## src/rtl/spi_master_param.sv

```systemverilog
// Parametrised full-duplex SPI master: four SPI modes per transfer, programmable sck divider,
// NUM_CS active-low chip selects, start/busy/done handshake toward the local controller.
module spi_master_param #(
  parameter int DATA_W    = 8,
  parameter int CLK_DIV   = 2,
  parameter int NUM_CS    = 1,
  parameter bit MSB_FIRST = 1'b1,
  parameter int CSW       = (NUM_CS > 1) ? $clog2(NUM_CS) : 1
) (
  input  logic              clk,
  input  logic              reset,
  input  logic              en_transit,
  input  logic [DATA_W-1:0] data,
  input  logic [1:0]        mode,
  input  logic [CSW-1:0]    cs_sel,
  input  logic              miso,
  output logic              sck,
  output logic              mosi,
  output logic [NUM_CS-1:0] cs,
  output logic              busy,
  output logic              done,
  output logic [DATA_W-1:0] rx_data
);

  // state   | meaning
  // S_IDLE  | cs high, sck tracks mode[1], waiting for a start
  // S_LEAD  | cs low, sck idle for one half-period
  // S_XFER  | 2*DATA_W half-periods, each ending in an sck edge
  // S_TRAIL | cs low, sck idle, mosi holds last bit for one half-period
  typedef enum logic [1:0] {S_IDLE, S_LEAD, S_XFER, S_TRAIL} state_t;

  localparam int DIV_W = (CLK_DIV > 1) ? $clog2(CLK_DIV) : 1;
  localparam int HP_W  = $clog2(2 * DATA_W);
  localparam int CSW1  = CSW + 1;
  localparam logic [DIV_W-1:0] DIV_LOAD = DIV_W'(CLK_DIV - 1);
  localparam logic [HP_W-1:0]  HP_LOAD  = HP_W'(2 * DATA_W - 1);
  localparam logic [CSW:0]     CS_LIMIT = CSW1'(NUM_CS);

  state_t            r_state, w_state_nxt;
  logic [DIV_W-1:0]  r_div;
  logic [HP_W-1:0]   r_hp;
  logic [DATA_W-1:0] r_tx, r_rx, r_rx_data;
  logic [1:0]        r_mode;
  logic              r_sck, r_mosi, r_busy, r_done;
  logic [NUM_CS-1:0] r_cs, w_cs_dec;

  logic w_accept, w_div_tc, w_edge, w_lead, w_trail, w_last, w_sample, w_shift, w_finish;
  logic w_data_first, w_tx_bit;
  logic [DATA_W-1:0] w_data_shift, w_tx_shift, w_rx_shift;

  assign w_div_tc     = (r_div == '0);
  assign w_data_first = MSB_FIRST ? data[DATA_W-1] : data[0];
  assign w_data_shift = MSB_FIRST ? {data[DATA_W-2:0], 1'b0} : {1'b0, data[DATA_W-1:1]};
  assign w_tx_bit     = MSB_FIRST ? r_tx[DATA_W-1] : r_tx[0];
  assign w_tx_shift   = MSB_FIRST ? {r_tx[DATA_W-2:0], 1'b0} : {1'b0, r_tx[DATA_W-1:1]};
  assign w_rx_shift   = MSB_FIRST ? {r_rx[DATA_W-2:0], miso} : {miso, r_rx[DATA_W-1:1]};

  always_ff @(posedge clk) begin
    if (reset) r_state <= S_IDLE;
    else       r_state <= w_state_nxt;
  end

  always_comb begin
    w_state_nxt = r_state;
    case (r_state)
      S_IDLE:  if (w_accept) w_state_nxt = S_LEAD;
      S_LEAD:  if (w_div_tc) w_state_nxt = S_XFER;
      S_XFER:  if (w_div_tc && (r_hp == '0)) w_state_nxt = S_TRAIL;
      S_TRAIL: if (w_div_tc) w_state_nxt = S_IDLE;
      default: w_state_nxt = S_IDLE;
    endcase
  end

  // r_hp counts half-periods down from 2*DATA_W-1: odd values end in a leading edge.
  always_comb begin
    w_accept = (r_state == S_IDLE) && en_transit && ({1'b0, cs_sel} < CS_LIMIT);
    w_edge   = (r_state == S_XFER) && w_div_tc;
    w_lead   = w_edge && r_hp[0];
    w_trail  = w_edge && !r_hp[0];
    w_last   = w_trail && (r_hp == '0);
    w_sample = r_mode[0] ? w_trail : w_lead;
    w_shift  = r_mode[0] ? w_lead : (w_trail && !w_last);
    w_finish = (r_state == S_TRAIL) && w_div_tc;
  end

  always_comb begin
    w_cs_dec = '1;
    for (int i = 0; i < NUM_CS; i++) w_cs_dec[i] = (cs_sel != CSW'(i));
  end

  always_ff @(posedge clk) begin
    if (reset) begin
      r_div     <= '0;
      r_hp      <= '0;
      r_tx      <= '0;
      r_rx      <= '0;
      r_mode    <= '0;
      r_sck     <= 1'b0;
      r_mosi    <= 1'b0;
      r_cs      <= '1;
      r_busy    <= 1'b0;
      r_done    <= 1'b0;
      r_rx_data <= '0;
    end else begin
      r_done <= 1'b0;
      if (r_state == S_IDLE) r_sck <= mode[1];
      if (w_accept) begin
        r_mode <= mode;
        r_div  <= DIV_LOAD;
        r_hp   <= HP_LOAD;
        r_cs   <= w_cs_dec;
        r_busy <= 1'b1;
        r_rx   <= '0;
        // CPHA=0 must present the first bit before the first leading edge.
        if (mode[0]) begin
          r_tx   <= data;
          r_mosi <= 1'b0;
        end else begin
          r_tx   <= w_data_shift;
          r_mosi <= w_data_first;
        end
      end else if (r_state != S_IDLE) begin
        r_div <= w_div_tc ? DIV_LOAD : r_div - 1'b1;
        if (w_edge) begin
          r_sck <= ~r_sck;
          r_hp  <= r_hp - 1'b1;
        end
        if (w_sample) r_rx <= w_rx_shift;
        if (w_shift) begin
          r_mosi <= w_tx_bit;
          r_tx   <= w_tx_shift;
        end
        if (w_finish) begin
          r_cs      <= '1;
          r_busy    <= 1'b0;
          r_done    <= 1'b1;
          r_rx_data <= r_rx;
          r_mosi    <= 1'b0;
          r_sck     <= r_mode[1];
        end
      end
    end
  end

  assign sck     = r_sck;
  assign mosi    = r_mosi;
  assign cs      = r_cs;
  assign busy    = r_busy;
  assign done    = r_done;
  assign rx_data = r_rx_data;

endmodule

```

## config.mk

```make
export PLATFORM = sky130hd
export DESIGN_NAME = spi_master_param
export DESIGN_NICKNAME = d
export VERILOG_FILES = /design/src/rtl/spi_master_param.sv
export SDC_FILE = /design/constraint.sdc
export NUM_CORES = 1
export LEC_CHECK = 0
export ABC_AREA = 0
export CAP_MARGIN = 25
export CORE_MARGIN = 4
export CORE_UTILIZATION = 57
export CTS_CLUSTER_SIZE = 10
export DETAILED_ROUTE_END_ITERATION = 10
export PLACE_DENSITY = 0.84
export RECOVER_POWER = 25
export SLEW_MARGIN = 20
export SYNTH_ARGS = -nofsm -noshare
export SYNTH_HDL_FRONTEND = slang
export SYNTH_SLANG_ARGS = --single-unit
```

## constraint.sdc

```tcl
create_clock -name clk -period 4 [get_ports clk]
set_input_delay 0.8 -clock clk [delete_from_list [all_inputs] [get_ports clk]]
set_output_delay 0.8 -clock clk [all_outputs]
set_load 0.02 [all_outputs]
```

==> results of run 1 <==
-- routing by layer --
metal | vias to the layer above | wire length [um] | track usage (%)
met4 | 0 | 82 | 9.97
met5 | - | 0 | 0
met2 | 46 | 1760 | 32.0
met1 | 688 | 1650 | 23.5
met3 | 10 | 214 | 6.33
li1 | 756 | - | -
-- where the power goes --
part / switching, uW / total, uW / internal (uW)
Combinational: 209 / 367 / 158
Sequential: 38.6 / 458 / 419
Clock: 133 / 218 / 84.5
-- cells in the final DEF (no fill, tap or decap), types with 2 or more instances in the layout --
cell type / synthesis / routed
clkbuf_4: 0 / 5
inv_1: 6 / 6
buf_4: 0 / 2
o21ai_0: 11 / 11
mux2i_1: 10 / 10
nor2_1: 17 / 17
nor2b_1: 2 / 2
nor3_1: 3 / 3
a21oi_1: 28 / 28
ha_1: 5 / 5
xnor2_1: 2 / 2
nand2_1: 23 / 23
dfxtp_1: 38 / 38
nand2b_1: 3 / 3
mux2_2: 14 / 14
nand3_1: 9 / 9
nand3b_1: 2 / 2
xor2_1: 2 / 2
dlygate4sd3_1: 0 / 6
clkdlybuf4s50_1: 0 / 21
-- through the flow --
stage	setup WS (ns)	cells	hold WS [ns]	utilization (%)	instance area [um^2]
4_1_cts	1.21	271	0.464	70.5	2130
5_1_grt	0.928	271	0.480	70.5	2130
2_1_floorplan	2.01	202	0.432	-	1780
6_report	1.22	271	0.472	70.5	2130
3_5_place_dp	1.19	263	0.447	68.4	2070
3_3_place_gp	1.31	263	0.444	68.4	2070
-- sequential cells by signal, indices dropped and copies added (netlist names) --
name / flops
r_div: 1
sck: 1
busy: 1
mosi: 1
r_state: 2
cs: 1
r_mode: 2
rx_data: 8
done: 1
r_rx: 8
r_tx: 8
r_hp: 4
-- final cells by class --
type	instances	area (um^2)	share of cell area, %
multi-input cells	146	947	44.4
flip-flops and latches	38	761	35.6
repair buffers	29	285	13.4
well taps	44	55.1	2.58
clock buffers	6	51.3	2.40
inverters	6	22.5	1.06
clock inverters	2	12.5	0.586
-- cell families after synthesis --
kind of cell	synth area share, %
multiplexers	14.5
AND/OR/NAND/NOR	16.8
flip-flops	42.8
AO/OA/AOI/OAI	16.5
XOR/XNOR	1.97
buffers and inverters	4.01
adder cells (fa/ha/maj)	3.52
-- worst max-delay path: stages (launching register included) --
cell and delay, ns:
dfxtp_1 0.35, inv_1 0.11, ha_1 0.65, nand3b_1 0.80, mux2_2 0.54, mux2i_1 0.15, nor2_1 0.05
-- worst paths after layout --
kind                   start          to  slack (ns)  cells after the start
hold reg to reg      r_rx[7]  rx_data[7]        0.47                      2
hold / removal       r_rx[7]  rx_data[7]        0.47                      2
setup / recovery  r_state[0]     r_tx[2]        1.22                      6
setup reg to reg  r_state[0]     r_tx[2]        1.22                      6
==> run metrics, run 1 <==
outcome=finished, final reports clean; f_max=approximately 360 MHz; Clock Latency Late Sink=0.35 ns; First DRT Iteration DRCs=118; Initial Util=58.8%; DR vias/cell=5.54; Final #Nets=246; # setup viols final=0; vias in the first global route=about 1,500; Mapped Cells=202; cell taking the most area after synthesis=dfxtp_1; measured slew at the worst slew-check pin=roughly 0.95 ns; Setup Skew=between 0.007 and 0.008 ns; DR vias=approximately 1,500; Yosys top cell area share=42.8%; global route total overflow=0; CTS tree=yes; Seq/Total Area, Yosys=a little over two fifths; largest net degree at the start of global routing=30; Critical Path RT=4.24 ns; H-tree depth=2; RSZ-0062 raised after global routing=no; Max FO, Critical Path=24; Max clock buf depth=2; Synth Area per Inst=8.81 um^2; Warnings, synthesis=0; WS Path Type=reg -> reg; Wirelength per Cell=13.7 um; number of core rows=20; Ant. Diodes=0; count of hold-fix buffers inserted at cts=0; Post-synth EDFFs=0; layout cells sized above 1=11.9%; post-route ant nets=0; Yosys reg bits=38; CP endpoint kind=flip-flop; Mapped Area=1780 um^2; Synth area leaders=dfxtp_1, mux2_2, a21oi_1; startpoint type of the worst setup path=flip-flop; Die Width=between 60 and 70 um; post-CTS sizing=0; Cell Pwr Density=488 nW/um^2; DRT Pass-1 Iters=4; count leader, synth=dfxtp_1; Remaining DRCs=0; ys async rst share=0%; Slew Viols, Final=0; I/O Pins=28; postcts setup bufs=0; DRT Wirelength=3710 um; post-synth net total=222; Arr. time, crit path=~3.0 ns; clk slew on worst S/H paths=around 0.12 ns; CTS sink cnt=38; die height=63.9 um; Slew headroom=36.7%; sum of negative setup slack=0 ns; FILL cells=252; Die ar.=around 4000 um^2; VDD IR max=0.352 mV; total chip power=~1000 uW; min Tclk post-route=2.78 ns; Synth-to-Final Area Change=20.0%; placeable core region=3030 um^2; Static Leakage=approximately 0.00080 uW; initial antenna violation count=0; Num CTS Buffers=5; Hold WC Path Type=reg -> reg; root buf cell=clkbuf_4; Synth Flop Type=dfxtp_1; RePlAce Congestion=0.794; library cells used by synthesis=34; GRT Total Usage=19.8%; first-pass GRT wire length=6380 um; max cap viols=0; Fin. Hold Viols=0; fin crit share=69.5%; DP HPWL=2600 um; Port Buf Inserts=27; top cells by count, synth=dfxtp_1, a21oi_1, nand2_1
Note: power is estimated with default switching activity, not from simulation.
==> run 2, diff against run 1 <==
--- a/config.mk
+++ b/config.mk
@@ -8,10 +8,10 @@
 export ABC_AREA = 0
 export CAP_MARGIN = 25
 export CORE_MARGIN = 4
-export CORE_UTILIZATION = 57
+export CORE_UTILIZATION = 52
 export CTS_CLUSTER_SIZE = 10
 export DETAILED_ROUTE_END_ITERATION = 10
-export PLACE_DENSITY = 0.84
+export PLACE_DENSITY = 0.78
 export RECOVER_POWER = 25
 export SLEW_MARGIN = 20
 export SYNTH_ARGS = -nofsm -noshare
==> constraint.sdc (replaced) <==
create_clock -name clk -period 2.6 [get_ports clk]
set_input_delay 0.52 -clock clk [delete_from_list [all_inputs] [get_ports clk]]
set_output_delay 0.52 -clock clk [all_outputs]
set_load 0.02 [all_outputs]
==> run 2 against run 1 <==
  * Global-route usage about the same
  * Sequential power increased by 54%
  * Maximum frequency increased by 26%
  * Cell count grew 0.74%
  * Cell area grew 0.64%
  * Largest cell class unchanged
==> run metrics, run 2 (synthesis results as in run 1) <==
Synth-to-Final Area Change=20.7%; RSZ-0062 raised after global routing=no; root buf cell=clkbuf_4; Fin. Hold Viols=0 (unchanged); Buf+Inv Stages, Crit Path=1 (unchanged); hold path cells=1 (-1); VDD IR max=0.365 mV (+3.5%); Clock Latency Late Sink=0.34 ns (about the same); Port Buf Inserts=27 (unchanged); commonest cells after routing, fill and taps aside=dfxtp_1, a21oi_1, nand2_1; postcts setup bufs=0 (unchanged); initial antenna violation count=0 (unchanged); Hold WC Path Type=reg -> reg; Slew headroom=47.9% (+11 points); measured slew at the worst slew-check pin=0.779 ns (-0.167 ns); Num CTS Buffers=5 (unchanged); Die Width=66.5 um (+4.1%); First DRT Iteration DRCs=137 (+16%); clk slew on worst S/H paths=0.10 ns (-0.02 ns); Arr. time, crit path=2.44 ns (-0.58 ns); count of hold-fix buffers inserted at cts=0 (unchanged); largest net degree at the start of global routing=29 (-3.3%); Wirelength per Cell=14.1 um (+2.8%); Critical Path RT=2.83 ns (-1.41 ns); # setup viols final=0 (unchanged); startpoint type of the worst setup path=flip-flop; final core utilization=68.1% (-2.4 points); outcome=finished, final reports clean; Setup Skew=0.00627 ns (-0.00157 ns); Max clock buf depth=2 (unchanged); Worst path max stage delay=0.54 ns (-0.26 ns); DRT Wirelength=3840 um (+3.6%); CP top delay family=compound AO/OA/AOI/OAI gates; DR vias/cell=5.68 (+2.7%); max cap viols=0 (unchanged); placeable core region=3150 um^2 (+4.1%); CP Cell Sequence=inv_1 -> ha_1 -> or3b_4 -> o31ai_4 -> mux2i_1 -> nor2_1; I/O Pins=28 (unchanged); die height=66.5 um (+4.1%); first-pass GRT wire length=6720 um (+5.4%); GRT Total Usage=19.8% (about the same); sum of negative setup slack=0 ns (unchanged); global route total overflow=0 (unchanged); DP Worst Slack=0.366 ns (-0.828 ns); CTS tree=yes; post-route ant nets=0 (unchanged); CP endpoint kind=flip-flop; Slew Viols, Final=0 (unchanged); CTS sink cnt=38 (unchanged); Die ar.=4420 um^2 (+8.4%); vias in the first global route=1,536 (+5.3%); Final #Nets=250 (+1.6%); most common cell after layout, fill and taps aside=dfxtp_1; layout cells sized above 1=12.2% (+0.33 points); post-CTS sizing=0 (unchanged); cell depth of the worst setup path=6 (unchanged); H-tree depth=2 (unchanged); Cell Pwr Density=737 nW/um^2 (+51%); DP HPWL=2830 um (+8.5%); Register-to-Register Path Depth=6 (unchanged); final setup margin=0.392 ns (-0.828 ns); DR vias=1,552 (+3.5%); DRT Pass-1 Iters=4 (unchanged); RePlAce Congestion=0.846 (+6.5%); CP max-delay cell=o31ai_4; Max FO, Critical Path=9 (-63%); Ant. Diodes=0 (unchanged); fin crit share=84.9% (+15 points); Remaining DRCs=0 (unchanged); f_max=453 MHz (+26%); Initial Util=56.4% (-2.3 points); number of core rows=20 (unchanged); Static Leakage=0.000814 uW (+2.4%); min Tclk post-route=2.21 ns (-0.572 ns); WS Path Type=reg -> reg
-- run 2: cell types whose count changed in the layout (fill, tap and decap cells not counted) --
cell / before / now
buf_4: 2 / 5
clkdlybuf4s50_1: 21 / 18
dlygate4sd3_1: 6 / 9
clkbuf_1: 0 / 1
clkinv_2: 1 / 0
clkinvlp_4: 1 / 0
-- run 2: area by class of cell --
| class | instances | area [um^2] |
|---|---|---|
| inverter | 6 | 22.5 |
| tap | 44 | 55.1 |
| fill | 280 | 1000 |
| timing repair buffer | 33 | 312 |
| multi-input combinational | 146 | 947 |
| clock buffer | 6 | 51.3 |
| sequential | 38 | 761 |
-- run 2: worst paths after layout --
path / start / end / slack [ns]
hold reg to reg: cs / cs / 0.47
hold / removal: cs / cs / 0.47
setup / recovery: r_state[0] / r_tx[2] / 0.39
setup reg to reg: r_state[0] / r_tx[2] / 0.39
-- run 2: worst register-to-register path, delay by kind of cell, from the launching register on --
kind | cells | cell delay (ns)
mux | 1 | 0.27
simple gates | 2 | 0.49
fa+ha+maj | 1 | 0.32
buf+inv | 1 | 0.09
compound gates | 1 | 0.54
flops | 1 | 0.39
-- run 2: power breakdown --
group          internal (uW)  total [uW]  switching [uW]
Clock                    122         298             177
Sequential               644         707            62.4
Combinational            255         579             325
Total                   1020        1580             564
-- run 2: per-stage QoR --
step           instances  power, uW  hold slack [ns]  instance area (um^2)
2_1_floorplan        202       1140            0.432                  1780
3_3_place_gp         267       1280            0.453                  2100
3_5_place_dp         267       1310            0.457                  2100
4_1_cts              273       1610            0.476                  2150
5_1_grt              273       1700            0.505                  2150
6_report             273       1580            0.471                  2150
-- run 2: layer usage --
layer,track usage (%),wire length (um)
met5,0,0
met1,23.1,1710
met3,6.75,183
met4,7.11,73
met2,33.5,1880
==> run 3, diff against run 2 <==
--- a/config.mk
+++ b/config.mk
@@ -8,10 +8,10 @@
 export ABC_AREA = 0
 export CAP_MARGIN = 25
 export CORE_MARGIN = 4
-export CORE_UTILIZATION = 52
+export CORE_UTILIZATION = 47
 export CTS_CLUSTER_SIZE = 10
 export DETAILED_ROUTE_END_ITERATION = 10
-export PLACE_DENSITY = 0.78
+export PLACE_DENSITY = 0.74
 export RECOVER_POWER = 25
 export SLEW_MARGIN = 20
 export SYNTH_ARGS = -nofsm -noshare
==> constraint.sdc (replaced) <==
create_clock -name clk -period 2 [get_ports clk]
set_input_delay 0.4 -clock clk [delete_from_list [all_inputs] [get_ports clk]]
set_output_delay 0.4 -clock clk [all_outputs]
set_load 0.02 [all_outputs]
==> run 3 against run 2 <==
  * Combinational power up 40%
  * Cell count up 5.5%
  * Sequential share of layout area down 1.9 points
  * Clock-buffer cell count unchanged
  * Cell area up 5.8%
  * Setup slack worse by 0.25 ns
  * Critical path depth up 1
  * Worst hold slack worse by 0.011 ns
  * Register-to-register slack worse by 0.25 ns
  * First-iteration DRC count down 34%
  * Wire length down 9.1%
  * Core utilization down 6.0 points
  * Critical path type unchanged
  * Largest power group unchanged
  * Highest routed layer unchanged
==> run metrics, run 3 (synthesis results as in run 1) <==
Initial Util=48.6% (-7.8 points); Final #Nets=259 (+3.6%); outcome=finished, final reports clean; I/O Pins=28 (unchanged); Buf+Inv Stages, Crit Path=2 (+1); RSZ-0062 raised after global routing=no; Hold WC Path Type=reg -> reg; Die Width=69.5 um (+4.6%); Max Used Layer=met4; WS Path Type=reg -> reg; Remaining DRCs=0 (unchanged); Hold Slack=0.461 ns (-0.0106 ns); Critical Path RT=2.18 ns (-0.65 ns); H-tree depth=2 (unchanged); FILL cells=331 (+18%); post-CTS sizing=0 (unchanged); fin crit share=92.8% (+7.9 points); placeable core region=3660 um^2 (+16%); Fin. Hold Viols=0 (unchanged); global route total overflow=0 (unchanged); GRT Total Usage=15.5% (-4.3 points); CTS sink cnt=38 (unchanged); Cell Pwr Density=1000 nW/um^2 (+36%); min Tclk post-route=1.86 ns (-0.352 ns); Synth-to-Final Area Change=27.8%; Worst path max stage delay=0.41 ns (-0.13 ns); Net Sw Power=777 uW (+38%); most common cell after layout, fill and taps aside=dfxtp_1; DP HPWL=2510 um (-11%); DR vias/cell=5.25 (-7.7%); Static Leakage=0.000857 uW (+5.3%); total chip power=2280 uW (+44%); met2 WL=1560 um (-17%); CP top delay family=simple AND/OR/NAND/NOR gates; Clk pwr share=24.3% (+5.5 points); post-route ant nets=0 (unchanged); largest net degree at the start of global routing=24 (-17%); Max FO, Critical Path=5 (-4); internal power=1500 uW (+47%); First DRT Iteration DRCs=90 (-34%); RePlAce Congestion=0.795 (-5.9%); Die ar.=4830 um^2 (+9.3%); final setup margin=0.144 ns (-0.248 ns); layout cells sized above 1=15.8% (+3.6 points); CTS tree=yes; Setup Skew=0.00729 ns (+0.00102 ns); DRT Pass-1 Iters=4 (unchanged); root buf cell=clkbuf_8; postcts setup bufs=0 (unchanged); DRT Wirelength=3490 um (-9.1%); Max clock buf depth=2 (unchanged); Port Buf Inserts=27 (unchanged); final core utilization=62.1% (-6.0 points); startpoint type of the worst setup path=flip-flop; commonest cells after routing, fill and taps aside=dfxtp_1, a21oi_1, clkdlybuf4s50_1; die height=69.5 um (+4.6%); VDD IR max=0.590 mV (+62%); wire length on met3=160 um (-13%); measured slew at the worst slew-check pin=0.377 ns (-0.402 ns); initial antenna violation count=0 (unchanged); Ant. Diodes=0 (unchanged); Num CTS Buffers=5 (unchanged); CP endpoint kind=flip-flop; DR vias=1,511 (-2.6%); count of hold-fix buffers inserted at cts=0 (unchanged); Clock Latency Late Sink=0.29 ns (-0.05 ns); number of core rows=22 (+10%); f_max=539 MHz (+19%); vias in the first global route=1,365 (-11%); # setup viols final=0 (unchanged); Sequential Power Share=40.1% (-4.5 points); Slew Viols, Final=0 (unchanged); combinational share of power=35.6% (-0.9 points); CP max-delay cell=or3b_4; DP Worst Slack=-0.0281 ns (-0.394 ns); max cap viols=0 (unchanged); clk slew on worst S/H paths=0.08 ns (-0.02 ns); Arr. time, crit path=2.04 ns (-0.40 ns); Wirelength per Cell=12.1 um (-14%); CP Cell Sequence=inv_1 -> ha_1 -> or3b_4 -> o31ai_4 -> buf_4 -> mux2i_1 -> nor2_1; WL met1=1700 um (-0.18%); Slew headroom=74.5% (+27 points); first-pass GRT wire length=6090 um (-9.3%); switch share=34.1% (-1.4 points)
## run 3: cell count changes in the layout (fill, tap and decap cells not counted)
cell and delta:
dlygate4sd3_1 -8, clkbuf_4 -5, clkinv_2 +1, clkbuf_1 +1, clkdlybuf4s50_1 +8, clkbuf_8 +5, buf_12 +1, clkinvlp_4 +1
buf_4 +7
## run 3: worst register-to-register path, cell delays in order (launching register included)
cell     delay [ns]
dfxtp_1        0.38
inv_1          0.06
ha_1           0.19
or3b_4         0.41
o31ai_4        0.27
buf_4          0.19
mux2i_1        0.19
nor2_1         0.05
## run 3: power groups by stage
stage / combinational (uW) / clock (uW) / sequential, uW
finish: 812 / 552 / 914
global route: 912 / 596 / 927
CTS: 821 / 566 / 913
detailed placement: 816 / 0 / 929
global placement: 806 / 0 / 925
floorplan: 556 / 0 / 927
## run 3: final timing paths
| kind | startpoint | end | slack (ns) | cells after the start |
|---|---|---|---|---|
| hold reg to reg | r_rx[7] | rx_data[7] | 0.46 | 2 |
| setup / recovery | r_state[1] | r_tx[4] | 0.14 | 7 |
| hold / removal | r_rx[7] | rx_data[7] | 0.46 | 2 |
| setup reg to reg | r_state[1] | r_tx[4] | 0.14 | 7 |
## run 3: final cells by class
| type | instances | area, um^2 | area share [%] |
|---|---|---|---|
| Clock buffer | 6 | 82.6 | 3.63 |
| Clock inverter | 2 | 12.5 | 0.550 |
| Inverter | 6 | 22.5 | 0.991 |
| Multi-Input combinational cell | 146 | 947 | 41.7 |
| Sequential cell | 38 | 761 | 33.5 |
| Tap cell | 48 | 60.1 | 2.64 |
| Timing Repair Buffer | 42 | 388 | 17.1 |
## run 3: through the flow
step | setup TNS [ns] | std cells | cell area, um^2
after floorplan | 0 | 202 | 1780
after global placement | 0 | 280 | 2190
after detailed placement | -0.0510 | 280 | 2190
after CTS | 0 | 288 | 2280
after global routing | 0 | 288 | 2270
final | 0 | 288 | 2270
## run 3: routing by layer
layer | vias up | GRT usage (%)
li1 | 780 | -
met3 | 6 | 3.91
met1 | 693 | 20.2
met4 | 0 | 8.46
met5 | - | 0
met2 | 32 | 23.3
